## config.mk

```make
export PLATFORM = sky130hd
export DESIGN_NAME = xbar_alloc
export DESIGN_NICKNAME = d
export VERILOG_FILES = /design/src/rtl/xbar_pkg.sv /design/src/rtl/xbar_rr_arb.sv /design/src/rtl/xbar_alloc.sv
export SDC_FILE = /design/constraint.sdc
export NUM_CORES = 1
export LEC_CHECK = 0
export CAP_MARGIN = 0
export CORE_MARGIN = 5
export CORE_UTILIZATION = 40
export DETAILED_ROUTE_END_ITERATION = 6
export PLACE_DENSITY = 0.68
export SETUP_SLACK_MARGIN = 0.02
export SLEW_MARGIN = 20
export SYNTH_ARGS = -nofsm -noshare
export SYNTH_HDL_FRONTEND = slang
export SYNTH_SLANG_ARGS = --single-unit
export TNS_END_PERCENT = 30
```

## constraint.sdc

```tcl
create_clock -name clk -period 1.5 [get_ports clk]
set_clock_uncertainty 0.15 [all_clocks]
set_input_delay 0.15 -clock clk [delete_from_list [all_inputs] [get_ports clk]]
set_output_delay 0.15 -clock clk [all_outputs]
set_load 0.03 [all_outputs]
```

## src/rtl/xbar_pkg.sv

```systemverilog
`default_nettype none
// ============================================================================
// Module      : xbar_pkg
// Description : Shared types and constants for the two-port crossbar
//               allocator: FSM state encoding and the 2-bit crossbar
//               control codes, which the crossbar datapath decodes too.
// Revision    : 1.0 - initial release
// ============================================================================
package xbar_pkg;

    // Allocator path state; encoding chosen to equal the control code.
    typedef enum logic [1:0] {
        IDLE  = 2'd0,
        FWD01 = 2'd1,
        FWD10 = 2'd2,
        BCAST = 2'd3
    } xbar_state_e;

    // Crossbar control codes.
    localparam logic [1:0] XBAR_IDLE  = 2'b00;
    localparam logic [1:0] XBAR_0TO1  = 2'b01;
    localparam logic [1:0] XBAR_1TO0  = 2'b10;
    localparam logic [1:0] XBAR_BCAST = 2'b11;

    // Control code driven to the crossbar while in a given state.
    function automatic logic [1:0] state_code(input xbar_state_e s);
        logic [1:0] code;
        code = XBAR_IDLE;
        case (s)
            FWD01:   code = XBAR_0TO1;
            FWD10:   code = XBAR_1TO0;
            BCAST:   code = XBAR_BCAST;
            default: code = XBAR_IDLE;
        endcase
        return code;
    endfunction

endpackage : xbar_pkg
`default_nettype wire

```

## src/rtl/xbar_rr_arb.sv

```systemverilog
`default_nettype none
// ============================================================================
// Module      : xbar_rr_arb
// Description : Two-requester round-robin arbiter with a one-hot grant.
//               The priority register only changes when the allocator
//               releases a path, so a locked packet never disturbs it.
// Ports       : clk, rst         - clock, asynchronous active-high reset
//               req_i[1:0]       - requests (bit n = input port n)
//               rel_i            - normal release of a served packet
//               rel_port_i       - port that was just served (on rel_i)
//               flip_i           - forced release: invert priority
//               grant_o[1:0]     - one-hot grant, combinational
// Revision    : 1.0 - initial release
// ============================================================================
module xbar_rr_arb (
    input  logic       clk,
    input  logic       rst,
    input  logic [1:0] req_i,
    input  logic       rel_i,
    input  logic       rel_port_i,
    input  logic       flip_i,
    output logic [1:0] grant_o
);

    // 0: port 0 wins a tie, 1: port 1 wins a tie.
    logic prio_q;

    always_comb begin
        grant_o = 2'b00;
        case (req_i)
            2'b01:   grant_o = 2'b01;
            2'b10:   grant_o = 2'b10;
            2'b11:   grant_o = prio_q ? 2'b10 : 2'b01;
            default: grant_o = 2'b00;
        endcase
    end

    always_ff @(posedge clk or posedge rst) begin
        if (rst) begin
            prio_q <= 1'b0;
        end else if (rel_i) begin
            // Point at the port that was not just served.
            prio_q <= ~rel_port_i;
        end else if (flip_i) begin
            prio_q <= ~prio_q;
        end
    end

endmodule : xbar_rr_arb
`default_nettype wire

```

## src/rtl/xbar_alloc.sv

```systemverilog
`default_nettype none
// ============================================================================
// Module      : xbar_alloc
// Description : Packet-level switch allocator and flow controller for the
//               two-port crossbar. Grants input 0 (to output 1) or input 1
//               (to output 0, or broadcast), locks the path until the last
//               beat, muxes the valid/ready handshakes, and releases a
//               stalled path through a watchdog.
// Ports       : clk, rst            - clock, asynchronous active-high reset
//               in0_valid/last/ready - input port 0 handshake
//               in1_valid/last/bcast/ready - input port 1 handshake
//               out0_valid/ready     - output port 0 handshake
//               out1_valid/ready     - output port 1 handshake
//               out_last             - last flag of the routed beat
//               control_crossbar     - registered crossbar control code
//               busy                 - a path is locked
//               timeout_err          - one-cycle pulse on watchdog release
// Revision    : 1.0 - initial release
// ============================================================================
module xbar_alloc
    import xbar_pkg::*;
#(
    parameter int unsigned TIMEOUT_CYCLES = 1024
) (
    input  logic       clk,
    input  logic       rst,
    input  logic       in0_valid,
    input  logic       in0_last,
    output logic       in0_ready,
    input  logic       in1_valid,
    input  logic       in1_last,
    input  logic       in1_bcast,
    output logic       in1_ready,
    output logic       out0_valid,
    input  logic       out0_ready,
    output logic       out1_valid,
    input  logic       out1_ready,
    output logic       out_last,
    output logic [1:0] control_crossbar,
    output logic       busy,
    output logic       timeout_err
);

    // A disabled watchdog still gets a 1-bit width so nothing is zero-sized.
    localparam int CNT_W = (TIMEOUT_CYCLES == 0) ? 1 : $clog2(TIMEOUT_CYCLES + 1);

    xbar_state_e state_q;
    logic [1:0]  ctrl_q;
    logic        tmo_err_q;

    logic [1:0]  w_req;
    logic [1:0]  w_grant;
    logic        w_moved;
    logic        w_moved_last;
    logic        w_tmo_hit;

    // ------------------------------------------------------------------
    // Handshake muxing, purely a function of the locked path. In IDLE
    // every ready/valid is low so no beat can slip through before grant.
    // ------------------------------------------------------------------
    always_comb begin
        in0_ready  = 1'b0;
        in1_ready  = 1'b0;
        out0_valid = 1'b0;
        out1_valid = 1'b0;
        out_last   = 1'b0;
        w_moved    = 1'b0;
        case (state_q)
            FWD01: begin
                out1_valid = in0_valid;
                in0_ready  = out1_ready;
                out_last   = in0_last;
                w_moved    = in0_valid & out1_ready;
            end
            FWD10: begin
                out0_valid = in1_valid;
                in1_ready  = out0_ready;
                out_last   = in1_last;
                w_moved    = in1_valid & out0_ready;
            end
            BCAST: begin
                // Each sink sees valid only when the other sink is also
                // ready, so a beat is never taken by just one of them.
                in1_ready  = out0_ready & out1_ready;
                out0_valid = in1_valid & out1_ready;
                out1_valid = in1_valid & out0_ready;
                out_last   = in1_last;
                w_moved    = in1_valid & out0_ready & out1_ready;
            end
            default: begin
                w_moved    = 1'b0;
            end
        endcase
    end

    assign w_moved_last = w_moved & out_last;

    // ------------------------------------------------------------------
    // Arbiter: requests only count while no path is locked.
    // ------------------------------------------------------------------
    assign w_req = (state_q == IDLE) ? {in1_valid, in0_valid} : 2'b00;

    xbar_rr_arb u_arb (
        .clk        (clk),
        .rst        (rst),
        .req_i      (w_req),
        .rel_i      (w_moved_last),
        .rel_port_i (state_q != FWD01),
        .flip_i     (w_tmo_hit),
        .grant_o    (w_grant)
    );

    // ------------------------------------------------------------------
    // Watchdog. The counter holds the number of consecutive stalled
    // locked cycles; when it already equals the limit the path is
    // released, unless the last beat moves in that very cycle.
    // ------------------------------------------------------------------
    generate
        if (TIMEOUT_CYCLES != 0) begin : g_wdog_on
            localparam logic [CNT_W-1:0] c_TIMEOUT = CNT_W'(TIMEOUT_CYCLES);
            logic [CNT_W-1:0] cnt_q;

            assign w_tmo_hit = (state_q != IDLE) && (cnt_q == c_TIMEOUT) && !w_moved_last;

            always_ff @(posedge clk or posedge rst) begin
                if (rst) begin
                    cnt_q <= '0;
                end else if ((state_q == IDLE) || w_moved || w_tmo_hit) begin
                    cnt_q <= '0;
                end else begin
                    cnt_q <= cnt_q + 1'b1;
                end
            end
        end else begin : g_wdog_off
            assign w_tmo_hit = 1'b0;
        end
    endgenerate

    // ------------------------------------------------------------------
    // Path FSM with registered control code and error pulse.
    // ------------------------------------------------------------------
    always_ff @(posedge clk or posedge rst) begin
        if (rst) begin
            state_q   <= IDLE;
            ctrl_q    <= XBAR_IDLE;
            tmo_err_q <= 1'b0;
        end else begin
            tmo_err_q <= 1'b0;
            case (state_q)
                IDLE: begin
                    if (w_grant[0]) begin
                        state_q <= FWD01;
                        ctrl_q  <= state_code(FWD01);
                    end else if (w_grant[1]) begin
                        // Broadcast mode is latched here and held for the
                        // whole packet regardless of later in1_bcast.
                        if (in1_bcast) begin
                            state_q <= BCAST;
                            ctrl_q  <= state_code(BCAST);
                        end else begin
                            state_q <= FWD10;
                            ctrl_q  <= state_code(FWD10);
                        end
                    end
                end
                default: begin
                    if (w_moved_last) begin
                        state_q <= IDLE;
                        ctrl_q  <= state_code(IDLE);
                    end else if (w_tmo_hit) begin
                        state_q   <= IDLE;
                        ctrl_q    <= state_code(IDLE);
                        tmo_err_q <= 1'b1;
                    end
                end
            endcase
        end
    end

    assign control_crossbar = ctrl_q;
    assign busy             = (state_q != IDLE);
    assign timeout_err      = tmo_err_q;

endmodule : xbar_alloc
`default_nettype wire

```

==> impl_metrics.csv <==
group,metric,value,unit
outcome,run_status,"finished, violations left",
outcome,failed_checks,"negative setup slack",
placement,placement.cell_area,1210,µm²
logic_synthesis,post_synthesis_adder_cell_area_fraction,2.91,%
floorplanning,die_width,56.4,µm
detailed_routing,vias,795,
timing,final-setup-viol-count,17,
logic_synthesis,dominant_combinational_cell_family_by_area_after_synthesis,"simple AND/OR/NAND/NOR gates",
placement,numPortBuffers,17,
logic_synthesis,synth-seq-area-share,43.7,%
min_path,hold_class,"flip-flop to flip-flop",
logic_synthesis,synth_compound_gate_area_share,5.39,%
pwr,ir_drop,1180,µV
setup_path,regToRegSetupSlack,-70,ps
cells_and_area,diodes,0,
setup_path,critPathCaptureType,"output pin",
cells_and_area,final_layout_size_suffix_gt1_share,49.3,%
cells_and_area,fill_cells,152,
logic_synthesis,synth_mux_area_share,1.31,%
cells_and_area,layout-area-overhead-vs-synth,64.2,%
pwr,power_density,1530,nW/µm²
timing,hold_viol,0,
floorplanning,floorplan.core_area,2000,µm²
placement,post-place-cells,154,
logic_synthesis,synthesized_nets,101,
clock_network,cts-buffers-inserted,3,
logic_synthesis,edff_count_synth,0,
timing,worst-slew-pin-transition,308,ps
setup_path,ff2ff_path_depth,5,
floorplanning,start_util,42.9,%
floorplanning,die_height,56.4,µm
logic_synthesis,syn_area_per_cell,9.55,µm²
pwr,cellLeakagePower,0.646,nW
timing,setup_repair_after_global_routing_missed_its_margin,"true",
clock_network,cts_tree,"done",
setup_path,worst_setup_path_endpoint,"out_last",
detailed_routing,wirelength_routed,2130,µm
clock_network,cts-root-buf,"sky130_fd_sc_hd__clkbuf_4",
timing,maxClockFrequency,0.623,GHz
cells_and_area,final-instance-count-excl-fill,165,
timing,relSlewSlack,79.5,%
logic_synthesis,parity_gate_share_of_the_synthesized_area_counting_xor_and_xnor_cells,10.2,%
logic_synthesis,synth_cells,90,
logic_synthesis,synth.cell_area,860,µm²
timing,layout_worst_path_cycle_share,107,%
global_route,grt_pass1_wl,3640,µm
floorplanning,dieArea,3180,µm²
logic_synthesis,synth_cell_type_count,27,
cells_and_area,most_frequent_cells_in_the_layout,"sky130_fd_sc_hd__buf_4 (25), sky130_fd_sc_hd__dfrtp_1 (13), sky130_fd_sc_hd__nor2_1 (10), sky130_fd_sc_hd__nand2_1 (9), sky130_fd_sc_hd__buf_6 (9)",
clock_network,clock_tree.buffer_depth,2,
timing,finalWorstPathRequiredPeriod,1600,ps
setup_path,worst-setup-path-type,"flip-flop to output pin",
cells_and_area,stdcell_area,1410,µm²
floorplanning,row_count,16,
setup_path,worst_setup_path_start_kind,"flip-flop",
detailed_routing,via_per_instance_ratio,4.82,
detailed_routing,wire_per_inst,12.9,µm
detailed_routing,detail_route.drc_violations,0,
setup_path,timing.critical_path.required,1200,ps
timing,final.setup.worst_slack,-104,ps
global_route,gr-total-overflow,0,
detailed_routing,final_antenna_net_count,0,
logic_synthesis,post_synthesis_async_set_or_reset_flop_share,100,%
setup_path,critical_path.reg2reg.startpoint,"control_crossbar[1]",
global_route,maximum_number_of_pins_on_one_net_before_global_route_repair,12,
setup_path,worstReg2RegEnd,"u_arb.prio_q",
cells_and_area,fin_nets,150,
global_route,globalRouteTotalUtil,14.8,%
timing,final-max-slew-violation-count,0,
logic_synthesis,yosys_warnings,0,
setup_path,worstPathArrival,1300,ps
logic_synthesis,post_synth_and_or_nand_nor_area_fraction,30.7,%
placement,hpwlAfterDp,1660,µm
clock_network,clk_pin_slew,90,ps
placement,global_placement_routability_congestion,0.839,
cells_and_area,layout_commonest_cell,"sky130_fd_sc_hd__buf_4",
clock_network,clock_sink_count,15,
floorplanning,top_level_ports,18,
run,drv.max_cap_violation_count,0,
clock_network,h_tree_depth,1,
logic_synthesis,synthFlopType,"sky130_fd_sc_hd__dfrtp_1",
detailed_routing,drt_first_pass_iters,4,
setup_path,path_max_fanout,6,
global_route,grt_pass1_vias,835,
global_route,initial_antenna_violation_count,0,
clock_network,clock_latency,290,ps
setup_path,cp-startpoint,"control_crossbar[0]",
detailed_routing,dr.first_iter.drc_count,25,
logic_synthesis,postSynthRegisterBits,15,
cells_and_area,finalCoreUtilization,70.5,%
-- kinds of logic (layout without fill, tap and decap cells) --
logic type	Yosys count	after routing
buffers and inverters	9	57
flip-flops	15	15
AO/OA/AOI/OAI	7	7
AND/OR/NAND/NOR	46	46
multiplexers	1	1
XOR/XNOR	10	10
adder cells (fa/ha/maj)	2	2
-- worst min path at each step --
stage	startpoint	slack (ps)	end	cells after the start
global placement	rst	220	timeout_err	2
global route	g_wdog_on.cnt_q[0]	420	g_wdog_on.cnt_q[0]	2
finish	g_wdog_on.cnt_q[0]	390	g_wdog_on.cnt_q[0]	2
CTS	g_wdog_on.cnt_q[0]	390	g_wdog_on.cnt_q[0]	2
detailed placement	rst	230	timeout_err	2
floorplan	rst	-100	control_crossbar[0]	1
-- per-layer routing --
metal,GRT usage [%],routed length [µm],vias up
li1,-,-,395
met1,15.0,866,373
met2,27.5,1130,22
met3,4.13,88,5
met4,6.78,42,0
met5,0,0,-
-- synth_stat cells (3+ instances only) --
master | instances | area (µm²)
sky130_fd_sc_hd__dfrtp_1 | 15 | 375
sky130_fd_sc_hd__nor2_1 | 15 | 56.3
sky130_fd_sc_hd__nand2_1 | 10 | 37.5
sky130_fd_sc_hd__xnor2_1 | 8 | 70.1
sky130_fd_sc_hd__inv_1 | 6 | 22.5
sky130_fd_sc_hd__nand3_1 | 4 | 20.0
sky130_fd_sc_hd__nor4_2 | 3 | 37.5
-- final cells by class --
class | instances | area, µm² | share of cell area, %
multi-input cells | 66 | 542 | 38.4
repair buffers | 47 | 409 | 29.0
flip-flops and latches | 15 | 378 | 26.8
well taps | 27 | 33.8 | 2.39
clock buffers | 4 | 26.3 | 1.86
inverters | 6 | 22.5 | 1.60
-- worst max-delay path: stages (launching register included) --
cell and delay, ps:
sky130_fd_sc_hd__dfrtp_2 460, sky130_fd_sc_hd__and2b_1 190, sky130_fd_sc_hd__a22oi_2 150, sky130_fd_sc_hd__inv_1 70, sky130_fd_sc_hd__buf_6 140
-- flip-flops by register name (all words and copies together), names as in the netlist --
| signal | cells |
|---|---|
| timeout_err | 1 |
| g_wdog_on.cnt_q | 11 |
| u_arb.prio_q | 1 |
| control_crossbar | 2 |
-- stage by stage --
step	setup WS (ps)	power, W	hold WS [ps]	TNS [ps]
floorplan	-299	0.00123	-98.6	-1830
global placement	-133	0.00160	224	-1350
detailed placement	-202	0.00163	231	-2550
CTS	-88.8	0.00199	392	-470
global route	-190	0.00232	421	-1970
finish	-104	0.00216	392	-653
-- repair_timing --
| action | 4_1_cts | 5_1_grt |
|---|---|---|
| setup buffers | 3 | 3 |
| gates resized for setup | 24 | 18 |
| pin swaps | 9 | 4 |
| hold endpoints to repair | 5 | 0 |
| hold buffers | 1 | 0 |
| endpoints found under the setup margin | 23 | 23 |
-- where the power goes --
part,internal (W),leakage [nW],switching [W],total (W)
Sequential,0.000501,0.197,0.000101,0.000601
Combinational,0.000674,0.434,0.000648,0.00132
Clock,0.000103,0.0150,0.000131,0.000235
Total,0.00128,0.646,0.000880,0.00216
No activity file was read; power rests on OpenSTA's default activity.
